## src/rtl/matrix_operand_loader_if.sv

```systemverilog
// Operand-stream and matrix/vector output bundle for matrix_operand_loader.
// reuse_a exists only when MATRIX_LOADER_REUSE_A_EN is defined.
interface matrix_operand_loader_if #(
   parameter int W = 7,
   parameter int N = 4
);
   logic             in_valid;
   logic [W-1:0]     in_data;
   logic             in_ready;
   logic [N*N*W-1:0] a_out;
   logic [N*W-1:0]   b_out;
   logic             operands_valid;
   logic             operands_ack;
   logic [4:0]       load_count;
`ifdef MATRIX_LOADER_REUSE_A_EN
   logic             reuse_a;

   modport master (
      output in_valid, in_data, operands_ack, reuse_a,
      input  in_ready, a_out, b_out, operands_valid, load_count
   );

   modport slave (
      input  in_valid, in_data, operands_ack, reuse_a,
      output in_ready, a_out, b_out, operands_valid, load_count
   );
`else
   modport master (
      output in_valid, in_data, operands_ack,
      input  in_ready, a_out, b_out, operands_valid, load_count
   );

   modport slave (
      input  in_valid, in_data, operands_ack,
      output in_ready, a_out, b_out, operands_valid, load_count
   );
`endif
endinterface

```

## src/rtl/matrix_operand_loader.sv

```systemverilog
// Fills an NxN matrix and N-vector from a valid/ready word stream, then holds them until acked.
// Optional MATRIX_LOADER_REUSE_A_EN: ack with reuse_a=1 keeps the matrix and reloads only the vector.
module matrix_operand_loader #(
   parameter int W = 7,
   parameter int N = 4
) (
   input logic                    clk,
   input logic                    rst,
   matrix_operand_loader_if.slave bus
);
   localparam int NA = N * N;
   localparam int NF = N * N + N;
   localparam logic [4:0] A_LAST = 5'(NA - 1);
   localparam logic [4:0] F_LAST = 5'(NF - 1);
   localparam logic [4:0] B_BASE = 5'(NA);

   typedef enum logic [1:0] {IDLE, LOAD_A, LOAD_B, HOLD} state_e;

   state_e            state_q, state_d;
   logic [NA*W-1:0]   a_q, a_d;
   logic [N*W-1:0]    b_q, b_d;
   logic [4:0]        cnt_q, cnt_d;
   logic              valid_q, valid_d;
   logic [4:0]        b_idx;
   logic              ready;
   logic              reuse;

`ifdef MATRIX_LOADER_REUSE_A_EN
   assign reuse = bus.reuse_a;
`else
   assign reuse = 1'b0;
`endif

   always_comb begin
      state_d = state_q;
      a_d     = a_q;
      b_d     = b_q;
      cnt_d   = cnt_q;
      valid_d = valid_q;
      ready   = 1'b0;
      b_idx   = cnt_q - B_BASE;
      case (state_q)
         IDLE: state_d = LOAD_A;
         LOAD_A: begin
            ready = 1'b1;
            if (bus.in_valid) begin
               a_d[cnt_q*W +: W] = bus.in_data;
               cnt_d = cnt_q + 5'd1;
               if (cnt_q == A_LAST) state_d = LOAD_B;
            end
         end
         LOAD_B: begin
            ready = 1'b1;
            if (bus.in_valid) begin
               b_d[b_idx*W +: W] = bus.in_data;
               cnt_d = cnt_q + 5'd1;
               if (cnt_q == F_LAST) begin
                  cnt_d   = '0;
                  valid_d = 1'b1;
                  state_d = HOLD;
               end
            end
         end
         HOLD: begin
            if (bus.operands_ack) begin
               valid_d = 1'b0;
               // Reuse skips straight to the vector words, keeping a_out intact.
               if (reuse) begin
                  state_d = LOAD_B;
                  cnt_d   = B_BASE;
               end else begin
                  state_d = LOAD_A;
               end
            end
         end
         default: state_d = IDLE;
      endcase
   end

   always_ff @(posedge clk or posedge rst) begin
      if (rst) begin
         state_q <= IDLE;
         a_q     <= '0;
         b_q     <= '0;
         cnt_q   <= '0;
         valid_q <= 1'b0;
      end else begin
         state_q <= state_d;
         a_q     <= a_d;
         b_q     <= b_d;
         cnt_q   <= cnt_d;
         valid_q <= valid_d;
      end
   end

   assign bus.in_ready       = ready;
   assign bus.a_out          = a_q;
   assign bus.b_out          = b_q;
   assign bus.operands_valid = valid_q;
   assign bus.load_count     = cnt_q;
endmodule
```

## src/flat_wrapper.sv

```systemverilog
// flat-port wrapper written by rule: the top's interface ports become plain ports
module matrix_operand_loader_flat 
#(
   parameter int W = 7,
   parameter int N = 4
)
  (clk, rst, bus_in_valid, bus_in_data, bus_operands_ack, bus_in_ready, bus_a_out, bus_b_out, bus_operands_valid, bus_load_count);
  matrix_operand_loader_if #(.W(W), .N(N)) bus_i ();
  input logic clk;
  input logic rst;
  input wire logic [$bits(bus_i.in_valid)-1:0] bus_in_valid;
  input wire logic [$bits(bus_i.in_data)-1:0] bus_in_data;
  input wire logic [$bits(bus_i.operands_ack)-1:0] bus_operands_ack;
  output wire logic [$bits(bus_i.in_ready)-1:0] bus_in_ready;
  output wire logic [$bits(bus_i.a_out)-1:0] bus_a_out;
  output wire logic [$bits(bus_i.b_out)-1:0] bus_b_out;
  output wire logic [$bits(bus_i.operands_valid)-1:0] bus_operands_valid;
  output wire logic [$bits(bus_i.load_count)-1:0] bus_load_count;
  assign bus_i.in_valid = bus_in_valid;
  assign bus_i.in_data = bus_in_data;
  assign bus_i.operands_ack = bus_operands_ack;
  assign bus_in_ready = bus_i.in_ready;
  assign bus_a_out = bus_i.a_out;
  assign bus_b_out = bus_i.b_out;
  assign bus_operands_valid = bus_i.operands_valid;
  assign bus_load_count = bus_i.load_count;
  matrix_operand_loader #(.W(W), .N(N)) u_core (.clk(clk), .rst(rst), .bus(bus_i));
endmodule
```

## config.mk

```make
export PLATFORM = sky130hd
export DESIGN_NAME = matrix_operand_loader_flat
export DESIGN_NICKNAME = d
export VERILOG_FILES = /design/src/rtl/matrix_operand_loader_if.sv /design/src/rtl/matrix_operand_loader.sv /design/src/flat_wrapper.sv
export SDC_FILE = /design/constraint.sdc
export NUM_CORES = 1
export LEC_CHECK = 0
export CAP_MARGIN = 20
export CORE_MARGIN = 5
export CORE_UTILIZATION = 30
export CTS_CLUSTER_DIAMETER = 120
export DETAILED_ROUTE_END_ITERATION = 12
export GPL_TIMING_DRIVEN = 0
export PLACE_DENSITY = 0.5
export SLEW_MARGIN = 30
export SYNTH_ARGS = -nofsm -noshare
export SYNTH_HDL_FRONTEND = slang
export SYNTH_SLANG_ARGS = --single-unit
```

## constraint.sdc

```tcl
create_clock -name clk -period 8.6 [get_ports clk]
set_clock_uncertainty 0.1 [all_clocks]
set_input_delay 1.72 -clock clk [delete_from_list [all_inputs] [get_ports clk]]
set_output_delay 1.72 -clock clk [all_outputs]
set_load 0.01 [all_outputs]
```

==> results of run 1 <==
==> cell type report <==
| class | count | area share |
|---|---|---|
| tap | 275 | 0.0390 |
| multi-input combinational | 296 | 0.282 |
| clock inverter | 12 | 0.0138 |
| buffer | 18 | 0.00866 |
| sequential | 148 | 0.420 |
| inverter | 10 | 0.00511 |
| timing repair buffer | 157 | 0.180 |
| clock buffer | 20 | 0.0507 |
==> cells by family (layout without fill, tap and decap cells) <==
group,count (synthesis),in the layout,synth area share
XOR/XNOR,7,7,0.00973
AO/OA/AOI/OAI,26,26,0.0280
flip-flops,148,148,0.588
buffers and inverters,28,217,0.0181
adder cells (fa/ha/maj),9,9,0.0179
multiplexers,143,143,0.255
AND/OR/NAND/NOR,111,111,0.0834
==> layout by cell type (no fill, tap or decap), types with 2 or more instances in the layout <==
master and instances:
nand4_1 3, mux2_2 140, clkinv_4 2, or3_1 3, inv_8 2, and2_1 2, inv_1 9, clkbuf_16 17
a21oi_2 2, dfrtp_1 148, inv_6 4, o21ai_2 4, nor2b_1 4, a21oi_1 8, buf_2 7, nor3_1 3
o21ai_0 3, and3_1 7, nand3_1 8, nand2_1 25, clkdlybuf4s50_1 156, clkbuf_1 13, nand2b_1 5, nor2_1 45
xor2_1 2, ha_1 9, xnor2_1 5, clkinvlp_4 3, mux2i_1 2
==> routing by layer <==
| layer | share of wire | GRT usage |
|---|---|---|
| met1 | 0.44 | 0.191 |
| met2 | 0.47 | 0.241 |
| met3 | 0.086 | 0.0659 |
| met4 | 0.0091 | 0.0307 |
| met5 | 0.00040 | 0 |
==> state kept, by name, indices dropped and copies added (netlist names) <==
signal,cells
u_core.bus.operands_valid,1
u_core.bus.b_out,28
u_core.bus.a_out,112
u_core.bus.load_count,5
u_core.state_q,2
==> path summary, 6_finish.rpt <==
path,startpoint,endpoint,cells after the start
setup / recovery,u_core.state_q[0]$_DFFE_PP0P_,bus_in_ready,4
max in group asynchronous,rst,u_core.bus.b_out[8]$_DFFE_PP0P_,3
min in group asynchronous,rst,u_core.bus.a_out[69]$_DFFE_PP0P_,2
hold / removal,u_core.bus.a_out[41]$_DFFE_PP0P_,u_core.bus.a_out[41]$_DFFE_PP0P_,1
hold reg to reg,u_core.bus.a_out[41]$_DFFE_PP0P_,u_core.bus.a_out[41]$_DFFE_PP0P_,1
setup reg to reg,u_core.bus.load_count[0]$_DFFE_PP0P_,u_core.bus.a_out[11]$_DFFE_PP0P_,9
==> per-stage QoR <==
stage / cell area (um2) / utilization
4_1_cts: 8810 / 0.423
5_1_grt: 8820 / 0.423
2_1_floorplan: 6300 / -
3_3_place_gp: 8210 / 0.394
3_5_place_dp: 8240 / 0.396
6_report: 8820 / 0.423
==> critical path, delay by kind of cell (launching register included) <==
family     cells  cell delay, ps
flops          1             390
buf+inv        3             670
fa+ha+maj      1             310
==> power groups by stage <==
stage / Sequential, uW / Combinational [uW] / Clock (uW)
floorplan: 1150 / 540 / 0
global placement: 1060 / 1270 / 0
detailed placement: 1070 / 1290 / 0
CTS: 1060 / 1290 / 733
global route: 1090 / 1390 / 768
finish: 1060 / 1280 / 712
==> impl_metrics.csv, run 1 <==
group,metric,value,unit
synthesis,synth-edff-count,0,
routing,vias,4361,
flow_run,cap_violations,0,
routing,first_pass_iters,4,
floorplanning,rows,53,
setup_path,critPathMaxFanout,4,
final_layout,synthToLayoutAreaGrowth,39.9,%
floorplanning,die-area,0.0240,mm2
setup_path,cp_data_arrival_time,1760,ps
sta,slew_viol_final,0,
global_route,grt_first_pass_wirelength,28200,um
floorplanning,die_y,155,um
sta,period_needed,3580,ps
sta,fmax,279,MHz
pwr,p_sw_frac,0.346,
synthesis,synth_top_area_frac,0.588,
sta,worst_slack,5020,ps
synthesis,yosysSeqAreaShare,0.588,
setup_path,cpPeakStageDelay,530,ps
synthesis,syn_avg_cell_area,13.3,um2
setup_path,cp.required,6780,ps
global_route,grtUsageTotal,0.150,
clock_tree,clk_pin_slew,60,ps
floorplanning,start_util,0.303,
clock_tree,cts_sinks,148,
sta,whs,404,ps
clock_tree,numCtsBuffers,17,
routing,wl,17600,um
final_layout,fillers,1961,
pwr,p_int,1990,uW
final_layout,insertedDiodeCount,0,
routing,viasPerCell,4.66,
clock_tree,clk_latency,410,ps
sta,tns,0,ps
synthesis,netlist_area,0.00630,mm2
sta,tightest_slew,739,ps
synthesis,ys_async_sr_fraction,1.00,
final_layout,seqCellArea,0.00370,mm2
clock_tree,cts-root-to-sink-buffers,2,
global_route,antenna_found_initial,1,
routing,drc,0,
final_layout,multiInputGateArea,0.00249,mm2
pwr,vdd_drop_max,0.156,mV
setup_path,r2r_slack,5370,ps
sta,slew_headroom,0.505,
clock_tree,cts_tree,"built",
final_layout,final_cells,936,
floorplanning,die_w,155,um
setup_path,crit_slowest_cell,"clkdlybuf4s50_1",
sta,hold_viol,0,
sta,timing.final.crit_share,0.417,
global_route,grt_max_degree,92,
run_status,status,"finished, final reports clean",
synthesis,yosys_register_bits,148,
sta,setup_viol,0,
min_path,hp-class,"reg2reg",
pwr,p_total,3040,uW
clock_tree,cts.htree.levels,4,
synthesis,ys_top_cells_by_area,"dfrtp_1 59%, mux2_2 25%, nor2_1 2.7%",
floorplanning,core_area,0.0208,mm2
placed_design,io_buffers,156,
pwr,power_frac_clock,0.234,
routing,drtIter0Drc,177,
routing,ant_nets,0,
placed_design,dpl.hpwl,13100,um
final_layout,drive_above_1_share,0.284,
pwr,powerDensity,345,mW/mm2
synthesis,syn-num-nets,492,
sta,rsz0062_at_grt,"false",
synthesis,synth_flop_cell,"dfrtp_1",
global_route,grt_pass1_vias,4832,
synthesis,yosys_warnings,0,
clock_tree,cts-resized-gates,0,
pwr,switchingPower,1050,uW
routing,wl_per_cell,18.8,um
placed_design,post-place-ws,4650,ps
clock_tree,hold_buffers,0,
pwr,seqPwrFrac,0.347,
placed_design,dp.cells,904,
clock_tree,cts_root_buf,"clkbuf_16",
setup_path,path_class,"reg2out",
final_layout,finalNetCount,668,
synthesis,synthTopCellsByCount,"148 x dfrtp_1, 140 x mux2_2, 45 x nor2_1",
placed_design,place_congestion,0.824,
pwr,p_leak,0.00404,uW
setup_path,end_kind,"output port",
synthesis,synthCells,472,
synthesis,yosys.cell_types.count,38,
floorplanning,ios,158,
setup_path,cp_common_cell,"inv_1",
synthesis,yosysTopAreaCell,"dfrtp_1",
setup_path,start_kind,"register",
clock_tree,post-cts-setup-buffers,0,
global_route,gr-total-overflow,0,
pwr,combPwrFrac,0.419,
synthesis,yosysMostFrequentCell,"dfrtp_1",
setup_path,cp_cell_sequence,"inv_1 -> ha_1 -> inv_1 -> clkdlybuf4s50_1",
Note: power is estimated with default switching activity, not from simulation.
==> run 2, diff against run 1 <==
--- a/config.mk
+++ b/config.mk
@@ -11,7 +11,7 @@
 export CTS_CLUSTER_DIAMETER = 120
 export DETAILED_ROUTE_END_ITERATION = 12
 export GPL_TIMING_DRIVEN = 0
-export PLACE_DENSITY = 0.5
+export PLACE_DENSITY = 0.52
 export SLEW_MARGIN = 30
 export SYNTH_ARGS = -nofsm -noshare
 export SYNTH_HDL_FRONTEND = slang
==> constraint.sdc (replaced) <==
create_clock -name clk -period 2.88 [get_ports clk]
set_clock_uncertainty 0.1 [all_clocks]
set_input_delay 0.576 -clock clk [delete_from_list [all_inputs] [get_ports clk]]
set_output_delay 0.576 -clock clk [all_outputs]
set_load 0.01 [all_outputs]
==> impl_metrics.csv, run 2 (synthesis gave the netlist of run 1 again) <==
group,metric,value,unit
routing,ant_nets,0,
setup_path,start_kind,"register",
setup_path,cp_data_arrival_time,3000,ps
routing,wl,17900,um
floorplanning,start_util,0.303,
clock_tree,clk_latency,410,ps
floorplanning,rows,53,
clock_tree,clk_pin_slew,60,ps
sta,slew_viol_final,0,
routing,first_pass_iters,4,
clock_tree,cts_root_buf,"clkbuf_16",
routing,vias,4411,
final_layout,fillers,1940,
final_layout,mostFrequentLayoutCells,"156 x clkdlybuf4s50_1, 147 x dfrtp_1, 140 x mux2_2",
global_route,gr-total-overflow,0,
sta,whs,390,ps
clock_tree,hold_buffers,0,
min_path,hp-class,"reg2reg",
pwr,p_total,9360,uW
sta,rsz0062_at_grt,"true",
placed_design,io_buffers,156,
final_layout,final_common_cell,"clkdlybuf4s50_1",
routing,viasPerCell,4.69,
pwr,powerDensity,1040,mW/mm2
sta,tightest_slew,698,ps
final_layout,multiInputGateArea,0.00256,mm2
global_route,grt_pass1_vias,4788,
sta,hold_viol,0,
placed_design,place_congestion,0.801,
clock_tree,numCtsBuffers,17,
routing,drc,0,
sta,timing.final.crit_share,0.974,
run_status,status,"finished, final reports clean",
sta,slew_headroom,0.531,
final_layout,seqCellArea,0.00370,mm2
sta,fmax,357,MHz
setup_path,cp.required,3070,ps
global_route,grtUsageTotal,0.152,
floorplanning,die-area,0.0240,mm2
final_layout,insertedDiodeCount,0,
clock_tree,cts_sinks,148,
setup_path,critPathMaxFanout,10,
clock_tree,cts_tree,"built",
placed_design,dpl.hpwl,13400,um
floorplanning,die_y,155,um
final_layout,finalNetCount,674,
global_route,grt_max_degree,32,
setup_path,end_kind,"register",
floorplanning,die_w,155,um
final_layout,synthToLayoutAreaGrowth,42.9,%
final_layout,final_cells,941,
routing,wl_per_cell,19.1,um
sta,setup_viol,0,
flow_run,cap_violations,0,
global_route,antenna_found_initial,0,
global_route,grt_first_pass_wirelength,28200,um
clock_tree,cts-root-to-sink-buffers,2,
floorplanning,ios,158,
pwr,p_leak,0.00411,uW
final_layout,largest_reg_flops,112,
pwr,vdd_drop_max,0.462,mV
routing,drtIter0Drc,117,
final_layout,drive_above_1_share,0.305,
floorplanning,core_area,0.0208,mm2
sta,period_needed,2800,ps
setup_path,path_class,"reg2reg",
placed_design,dp.cells,908,
sta,tns,0,ps
clock_tree,cts.htree.levels,4,
==> run 2: cell count changes in the layout (fill, tap and decap cells not counted), moves of 3 or more <==
cell and delta:
buf_12 +4, buf_4 +4, nor2_1 -3, a21oi_4 +3
==> run 2: per-stage QoR <==
stage / util / setup slack (ps) / cell area, um2
after floorplan: - / 136 / 6300
after global placement: 0.394 / -886 / 8210
after detailed placement: 0.399 / -383 / 8320
after CTS: 0.431 / 32.2 / 8980
after global routing: 0.432 / -35.8 / 9000
final: 0.432 / 75.7 / 9000
==> run 2: repair_timing <==
action	4_1_cts	5_1_grt
setup endpoints to repair	113	77
resized for setup	14	2
buffers inserted	1	2
pin swaps	2	1
==> run 2: worst paths after layout <==
kind                                                           start                          endpoint  slack [ps]  cells past startpoint
worst max-delay path            u_core.bus.load_count[0]$_DFFE_PP0P_  u_core.bus.a_out[53]$_DFFE_PP0P_          80                      9
worst min-delay path                u_core.bus.a_out[17]$_DFFE_PP0P_  u_core.bus.a_out[17]$_DFFE_PP0P_         390                      1
worst max register to register  u_core.bus.load_count[0]$_DFFE_PP0P_  u_core.bus.a_out[53]$_DFFE_PP0P_          80                      9
worst min register to register      u_core.bus.a_out[17]$_DFFE_PP0P_  u_core.bus.a_out[17]$_DFFE_PP0P_         390                      1
max in group asynchronous                                        rst  u_core.bus.a_out[17]$_DFFE_PP0P_        1370                      5
min in group asynchronous                                        rst  u_core.bus.a_out[67]$_DFFE_PP0P_         430                      2
==> run 2: area by class of cell <==
type	count	area share
clock inverter	12	0.0172
multi-input combinational	296	0.284
sequential	148	0.411
buffer	17	0.00861
timing repair buffer	164	0.188
clock buffer	19	0.0481
inverter	10	0.00459
tap	275	0.0382
==> run 2: worst max-delay path, stage by stage (launching register included) <==
cell and delay (ps):
dfrtp_2 450, buf_4 200, inv_1 140, ha_1 170
clkbuf_4 190, nand2b_1 100, a211o_4 390, a21o_1 260
a21oi_4 310, mux2_2 380
==> run 2: power breakdown <==
part           internal (uW)  switching (uW)
Clock                   1360             864
Sequential              2750             399
Combinational           2040            1950
Total                   6150            3210
==> run 2: routing by layer <==
metal	global-route usage	part of all wire	vias up
met5	0	0	-
met4	0.0433	0.012	0
met3	0.0604	0.090	15
met2	0.242	0.47	134
met1	0.192	0.42	2245
li1	-	-	2017
